$ cat config.mk
export PLATFORM = sky130hd
export DESIGN_NAME = fp_add_arbiter
export DESIGN_NICKNAME = d
export VERILOG_FILES = /design/src/rtl/fp_add_arbiter.sv
export SDC_FILE = /design/constraint.sdc
export NUM_CORES = 1
export LEC_CHECK = 0
export ABC_AREA = 1
export CAP_MARGIN = 40
export CORE_AREA = 5 5 157 159
export CTS_CLUSTER_DIAMETER = 100
export DETAILED_ROUTE_END_ITERATION = 8
export DIE_AREA = 0 0 162 164
export PLACE_DENSITY_LB_ADDON = 0.12
export SLEW_MARGIN = 20
export SYNTH_ARGS = -nofsm -noshare
export SYNTH_HDL_FRONTEND = slang
export SYNTH_SLANG_ARGS = --single-unit
$ cat constraint.sdc
create_clock -name clk -period 2.5 [get_ports clk]
set_input_delay 0.5 -clock clk [delete_from_list [all_inputs] [get_ports clk]]
set_output_delay 0.5 -clock clk [all_outputs]
set_load 0.01 [all_outputs]
$ cat src/rtl/fp_add_arbiter.sv
`default_nettype none
// ============================================================================
// Module      : fp_add_arbiter
// Description : Round-robin arbiter/sequencer sharing one single-precision
//               floating-point adder among NUM_REQ requesters. One operand
//               pair is accepted at a time (valid/ready), held on the adder
//               inputs until the adder finishes or a timeout expires, and the
//               captured sum and flags are returned to the winning requester
//               through a response handshake.
// Ports       : clk, rst_n           - clock, asynchronous active-low reset
//               req_valid/req_ready  - per-requester operand handshake
//               req_a/req_b          - packed operands, requester i at [32i+:32]
//               rsp_valid/rsp_ready  - per-requester result handshake
//               rsp_sum, rsp_*flags  - captured result (shared bus)
//               adder_a/adder_b      - operands held towards the adder
//               adder_sum/finish/... - adder result and status
//               busy                 - high whenever not idle
//               grant_id             - index of current or last owner
// Revision    : 1.0 - initial release
// ============================================================================
module fp_add_arbiter #(
    parameter int NUM_REQ    = 4,
    parameter int ADDER_WAIT = 2,
    parameter int TIMEOUT    = 15
) (
    input  logic                       clk,
    input  logic                       rst_n,
    input  logic [NUM_REQ-1:0]         req_valid,
    output logic [NUM_REQ-1:0]         req_ready,
    input  logic [32*NUM_REQ-1:0]      req_a,
    input  logic [32*NUM_REQ-1:0]      req_b,
    output logic [NUM_REQ-1:0]         rsp_valid,
    input  logic [NUM_REQ-1:0]         rsp_ready,
    output logic [31:0]                rsp_sum,
    output logic                       rsp_overflow,
    output logic                       rsp_underflow,
    output logic                       rsp_timeout,
    output logic [31:0]                adder_a,
    output logic [31:0]                adder_b,
    input  logic [31:0]                adder_sum,
    input  logic                       adder_finish,
    input  logic                       adder_overflow,
    input  logic                       adder_underflow,
    output logic                       busy,
    output logic [$clog2(NUM_REQ)-1:0] grant_id
);

    localparam int         ID_W    = $clog2(NUM_REQ);
    localparam logic [1:0] ST_IDLE = 2'd0;
    localparam logic [1:0] ST_WAIT = 2'd1;
    localparam logic [1:0] ST_RESP = 2'd2;
    localparam logic [7:0] CNT_MIN = 8'(ADDER_WAIT);
    localparam logic [7:0] CNT_MAX = 8'(TIMEOUT);

    logic [1:0]         state;
    logic [1:0]         next_state;
    logic [ID_W-1:0]    last_grant;
    logic [ID_W-1:0]    pick_id;
    logic               pick_found;
    int                 rr_idx;
    logic [7:0]         wait_cnt;
    logic [31:0]        opa_arr [NUM_REQ];
    logic [31:0]        opb_arr [NUM_REQ];
    logic [NUM_REQ-1:0] grant_onehot;
    logic               accept;
    logic               capture;
    logic               release_rsp;

    generate
        for (genvar gi = 0; gi < NUM_REQ; gi++) begin : g_unpack
            assign opa_arr[gi] = req_a[32*gi +: 32];
            assign opb_arr[gi] = req_b[32*gi +: 32];
        end
    endgenerate

    // Round-robin search starting one past the last served requester, so the
    // previous owner has the lowest priority on the next arbitration.
    always_comb begin
        pick_found = 1'b0;
        pick_id    = '0;
        rr_idx     = 0;
        for (int k = 1; k <= NUM_REQ; k++) begin
            rr_idx = int'(last_grant) + k;
            if (rr_idx >= NUM_REQ) begin
                rr_idx = rr_idx - NUM_REQ;
            end
            if (!pick_found && req_valid[ID_W'(rr_idx)]) begin
                pick_found = 1'b1;
                pick_id    = ID_W'(rr_idx);
            end
        end
    end

    assign grant_onehot = {{(NUM_REQ-1){1'b0}}, 1'b1} << grant_id;

    // Capture on a finished result once the minimum hold has elapsed, or
    // unconditionally when the wait budget is exhausted.
    assign accept      = (state == ST_IDLE) && pick_found;
    assign capture     = (state == ST_WAIT) &&
                         (((wait_cnt >= CNT_MIN) && adder_finish) || (wait_cnt == CNT_MAX));
    assign release_rsp = (state == ST_RESP) && rsp_ready[grant_id];

    // State register
    always_ff @(posedge clk or negedge rst_n) begin
        if (!rst_n) begin
            state <= ST_IDLE;
        end else begin
            state <= next_state;
        end
    end

    // Next-state logic
    always_comb begin
        next_state = state;
        case (state)
            ST_IDLE: if (accept)      next_state = ST_WAIT;
            ST_WAIT: if (capture)     next_state = ST_RESP;
            ST_RESP: if (release_rsp) next_state = ST_IDLE;
            default:                  next_state = ST_IDLE;
        endcase
    end

    // Output logic
    always_comb begin
        req_ready = '0;
        if (accept) begin
            req_ready[pick_id] = 1'b1;
        end
        busy = (state != ST_IDLE);
    end

    // Datapath: operand hold, wait counter, result capture, ownership
    always_ff @(posedge clk or negedge rst_n) begin
        if (!rst_n) begin
            adder_a       <= '0;
            adder_b       <= '0;
            grant_id      <= '0;
            last_grant    <= ID_W'(NUM_REQ - 1);
            wait_cnt      <= '0;
            rsp_valid     <= '0;
            rsp_sum       <= '0;
            rsp_overflow  <= 1'b0;
            rsp_underflow <= 1'b0;
            rsp_timeout   <= 1'b0;
        end else begin
            if (accept) begin
                adder_a  <= opa_arr[pick_id];
                adder_b  <= opb_arr[pick_id];
                grant_id <= pick_id;
                wait_cnt <= 8'd1;
            end else if (state == ST_WAIT) begin
                wait_cnt <= wait_cnt + 8'd1;
            end

            if (capture) begin
                rsp_sum       <= adder_sum;
                rsp_overflow  <= adder_overflow;
                rsp_underflow <= adder_underflow;
                rsp_timeout   <= ~adder_finish;
                rsp_valid     <= grant_onehot;
            end

            if (release_rsp) begin
                rsp_valid  <= '0;
                last_grant <= grant_id;
            end
        end
    end

endmodule
`default_nettype wire

---- Word level (Yosys, flattened, before mapping) ----
Cells that the tools add are included.
word-level totals
  output and inout port bits .............. 110
  register bits ........................... 117
  bits of input ports ..................... 301
  logic and storage cells ................. 102
cells by class
  eq/ne operators ......................... 6
  add/sub/neg operators ................... 9
  magnitude comparators ................... 13
  bitwise operators ....................... 2
  reduce and logical (&&, ||, !) cells .... 17
  mux-type cells .......................... 43
  shift operators ......................... 1
operator list
  cell                 count
  $bmux 32 s2          2
  $mux 32              4
  $mux 2               11
  $lt 2x4->1 const B   4
  $mux 8               2
  $mux 1               14
  $ge 3x3->1 const B   4
  $mux 4               3
  $bmux 1 s2           5
  $add 8x1->8 const B  1
  $eq 8x4->1 const B   1
  $ge 8x2->1 const B   1
  $logic_and 1x1->1    8
  $sub 2x1->2 const B  4
  $add 2x2->3 const B  2
  $lt 2x3->1 const B   2
  $ne 2x2->1 const B   3
  $pmux 2 s3           1
  $reduce_bool 2->1    3
  $add 2x3->4 const B  1
  $ge 4x3->1 const B   1
  $shl 1x2->4 const A  1
  $add 2x1->3 const B  1
  $logic_not 1->1      3
  9 further kinds      9

---- Longest topological paths before layout ----
  word-level depth ........................ 21
  gate-level depth with buffers ........... 17
  mapped depth without buffers ............ 14

---- Least setup slack after synthesis ----
Ideal clock, no wire load.
  kind .................................... reg2out
  start ................................... register last_grant[0]
  end ..................................... output port req_ready[0]
  cell stages (with the launch flop) ...... 14
  arrival ................................. 1.972 ns
  data required time ...................... 2.000 ns
  path buffers ............................ 3
  setup slack ............................. 0.028 ns
  cells stage by stage .................... dfstp_2 buf_4 inv_4 nand2_1 nand2_1 nand2_1 nand2_1 nor2_4 nand3_2 nand3_2 buf_4 buf_2 inv_2 nor3_1
between the ends
  longest elaborated chain between the ends .. 21
  elaborated cells between the ends (all ways) .. 49
  classes of those cells .................. add/sub: 8; order compare: 6; mux: 27; reduce/logical: 8
RTL lines
  element                                                         line    text
  start, declared                                                 57      logic [ID_W-1:0] last_grant;
  start signal, assigned                                          138     last_grant <= ID_W'(NUM_REQ - 1);
  start signal, assigned                                          165     last_grant <= grant_id;
  $add 2x1->3                                                     83      rr_idx = int'(last_grant) + k;
  $ge 3x3->1 or $sub 2x1->2 (tied branches)                       84, 85
  $mux 2                                                          84      if (rr_idx >= NUM_REQ) begin
  $bmux 1 s2                                                      87      if (!pick_found && req_valid[ID_W'(rr_idx)]) begin
  $mux 1 (implied by the code) (2 in series)                      87
  $mux 1                                                          87
  $logic_not 1->1                                                 87
  $logic_and 1x1->1                                               87
  (+4 left out)                                                   n/a
  $logic_not 1->1                                                 87
  $logic_and 1x1->1                                               87
  $mux 2                                                          87
  $lt 2x3->1 (implied by the code) or $ge 2x1->1 (tied branches)  127     req_ready[pick_id] = 1'b1;
  $logic_and 1x1->1 (implied by the code)                         127
  $mux 1 (implied by the code)                                    127
  $demux 1 s2                                                     127
  $mux 4 *                                                        126     if (accept) begin
  end, declared                                                   29      output logic [NUM_REQ-1:0] req_ready,
Mark *: on every way between the ends. The rest lies on a longest branch, timed or not. The select of a mux whose other input is x is not followed.

---- Worst setup path after layout ----
Ends and elaborated chain as after synthesis.

==> reports/qor.yml <==
die:
  core_mm2: 0.02312
  die_area_mm2: 0.02657
  rows: 56
  initial_core_util: 0.3585
  fp.dieH_um: 164
  fp.dieW_um: 162
  ios: 411
critical_path:
  crit_path_frequent_cell: "nand2_2"
  crit_required_ps: 2000
  critPathLaunchType: "flip-flop"
  crit_path_max_fanout: 4
  cp.arrival_ps: 2280
  cp_slowest_stage_delay_ps: 600
  worstSetupEndpointType: "primary output"
  cpMaxStageDelayCell: "dfstp_2"
  critical_path_class: "reg2out"
  path_cells: "buf_6 > nand2_1 > nand2_2 > nand2_1 > nand2_2 > nand2_2 > nand2_2 > nand2_4 > nand3_4 > inv_2 > buf_6 > nor3_2 > buf_2"
cells_and_area:
  finish.utilization: 0.5883
  fin_nets: 1968
  syn2layout_area_growth_pct: 64.11
  drive_above_1_share: 0.09297
drt:
  drt-vias-per-instance: 4.942
  ant_nets: 0
  drc: 0
  routed_wl_um: 34000
  drtIter0Drc: 741
  drtPass1Iterations: 6
  dr_total_vias: 9735
  post_drt_wl_per_cell_um: 17.26
yosys:
  syn_avg_cell_area_um2: 6.491
  ys.warnings.count: 0
  netlist_instances: 1277
  yosysSeqAreaShare: 0.3535
  synth-seq-cells: 117
  ys_types: 31
  syn_nets: 1580
  syn_area_mm2: 0.008289
global_route:
  antenna_found_initial: 4
  grt_max_degree: 81
  grt_pass1_wl_um: 51180
  grt_overflow: 0
  grt_pass1_vias: 9382
  grt_usage: 0.2432
clock_tree:
  numClockSinks: 117
  clock_tree.buffer_depth: 2
  cts_tree: "built"
  clk_latency_ps: 420
  numCtsBuffers: 17
  path_clk_slew_ps: 60
  cts_root_buf: "clkbuf_16"
  htree_levels: 4
power_and_ir_drop:
  leakage_nw: 7.113
  pwr_density_cell_mw_per_mm2: 1539
  ir_drop_mv: 1.243
placement:
  hpwl_um: 23920
  portBuffers: 410
  gp_congestion: 0.9159
sta:
  setup_violations: 45
  period_minus_slack_ps: 2785
  max_slew_margin: 0.5745
  hold_viol: 0
  rsz0062_at_grt: "true"
  layout_setup_ws_ps: -284.8
  slew_viol_final: 0
  setup_tns_ps: -3652
  finClkSkew_ps: 7.308
  fmaxAchievable_ghz: 0.3591
  tightestPinTransition_ps: 638.3
  period_share: 1.114
hold_path:
  hold_class: "in2async"
status:
  run_status: "finished, violations left"
  violations: "negative setup slack"
job:
  cap_violations: 0
-- what timing repair did --
action                                  in CTS  in global routing
hold endpoints to repair                     0                  0
hold buffers                                 0                  0
endpoints found under the setup margin      74                 74
setup buffers                                7                  1
cloned                                       1                  3
pin swaps                                   13                  9
gates resized for setup                     38                 36
-- synth_stat cells --
master,count,area [um^2]
nand2_1,430,1614
xnor2_1,1,8.760
nand2_2,2,12.51
a21oi_2,1,8.760
nand3_2,3,30.03
o21ai_1,1,5.000
dfrtp_1,115,2878
o31ai_1,4,30.03
inv_2,4,15.01
o21ai_0,14,70.07
nor3_1,6,30.03
inv_4,1,6.260
buf_4,10,75.07
buf_1,7,26.28
dfstp_2,2,52.55
o22ai_1,3,18.77
clkbuf_1,23,86.33
inv_1,273,1025
buf_2,49,245.2
o21ai_2,1,8.760
nand4_1,129,807.0
nor4_1,1,6.260
xor2_1,3,26.28
o211ai_1,1,7.510
mux2i_1,1,10.01
mux2_2,34,382.9
nor2_4,1,11.26
nor2_1,7,26.28
ha_1,2,25.02
a21oi_1,1,5.000
nand3_1,147,735.7
-- layout by cell type, fill, tap and decap left out, types with 6 or more instances in the layout --
cell,count
nand2_2,19
clkdlybuf4s50_1,405
clkbuf_16,19
buf_6,11
inv_6,6
dfrtp_1,115
o21ai_0,14
buf_4,26
nand2_1,412
nand3_1,147
inv_1,272
nand4_1,129
nor2_1,6
mux2_2,34
-- report_power, final --
part           switching [mW]  internal, mW
Combinational            8.72          6.29
Sequential              0.531          2.87
Clock                    1.01          1.50
-- logic make-up after synthesis --
kind of cell / count (synthesis) / synth area share
xor+xnor: 4 / 0.004227
simple gates: 726 / 0.3949
buf+inv: 367 / 0.1784
compound gates: 26 / 0.01857
mux: 35 / 0.04740
fa+ha+maj: 2 / 0.003018
flops: 117 / 0.3535
-- worst max-delay path, delay by kind of cell (launching register included) --
kind                   cells  cell delay (ps)
buffers and inverters      4              450
and+or+nand+nor            9              820
DFF                        1              600
-- layout make-up --
type                            instances  area (um^2)
Fill cell                            2200         9519
Timing Repair Buffer                  458         4671
Multi-Input combinational cell        793         3989
Clock inverter                         14        167.7
Sequential cell                       117         2930
Antenna cell                            2        5.005
Clock buffer                           18        429.2
Inverter                              278         1049
Tap cell                              290        362.8
-- worst paths after layout --
path,startpoint,slack [ps],cells after the start,to
setup / recovery,last_grant[0]$_DFFE_PN1P_,-280,13,req_ready[0]
hold / removal,rst_n,80,1,adder_b[11]$_DFFE_PN0P_
setup reg to reg,last_grant[0]$_DFFE_PN1P_,-110,14,adder_a[19]$_DFFE_PN0P_
min in group clk,adder_b[22]$_DFFE_PN0P_,480,2,adder_b[22]$_DFFE_PN0P_
max in group asynchronous,rst_n,1740,2,adder_b[30]$_DFFE_PN0P_
hold reg to reg,adder_b[22]$_DFFE_PN0P_,480,2,adder_b[22]$_DFFE_PN0P_
-- routing by layer --
layer / wire, um / share of wire / GRT usage / vias up
li1: - / - / - / 4771
met1: 13750 / 0.40 / 0.2952 / 4492
met2: 16690 / 0.49 / 0.4214 / 406
met3: 2507 / 0.074 / 0.05922 / 62
met4: 1022 / 0.030 / 0.08727 / 4
met5: 27 / 0.00079 / 0 / -
-- through the flow --
| stage | std cells | area (um^2) | setup slack [ps] | total power, mW | hold WS, ps |
|---|---|---|---|---|---|
| floorplan | 1277 | 8289 | 27.50 | 12.18 | 204.4 |
| global placement | 1924 | 12690 | -585.3 | 17.00 | 461.9 |
| detailed placement | 1924 | 12690 | -645.1 | 17.13 | 464.8 |
| CTS | 1964 | 13420 | -241.0 | 20.23 | 97.11 |
| global route | 1970 | 13600 | -386.4 | 22.73 | 114.4 |
| finish | 1970 | 13600 | -284.8 | 20.93 | 78.68 |
-- state kept, by name, summed over array words and instances, names as in the netlist --
signal	flops
adder_a	32
adder_b	32
rsp_sum	32
wait_cnt	8
rsp_valid	4
grant_id	2
last_grant	2
state	2
rsp_overflow	1
rsp_timeout	1
rsp_underflow	1
Power figures use the tool's default switching activity.
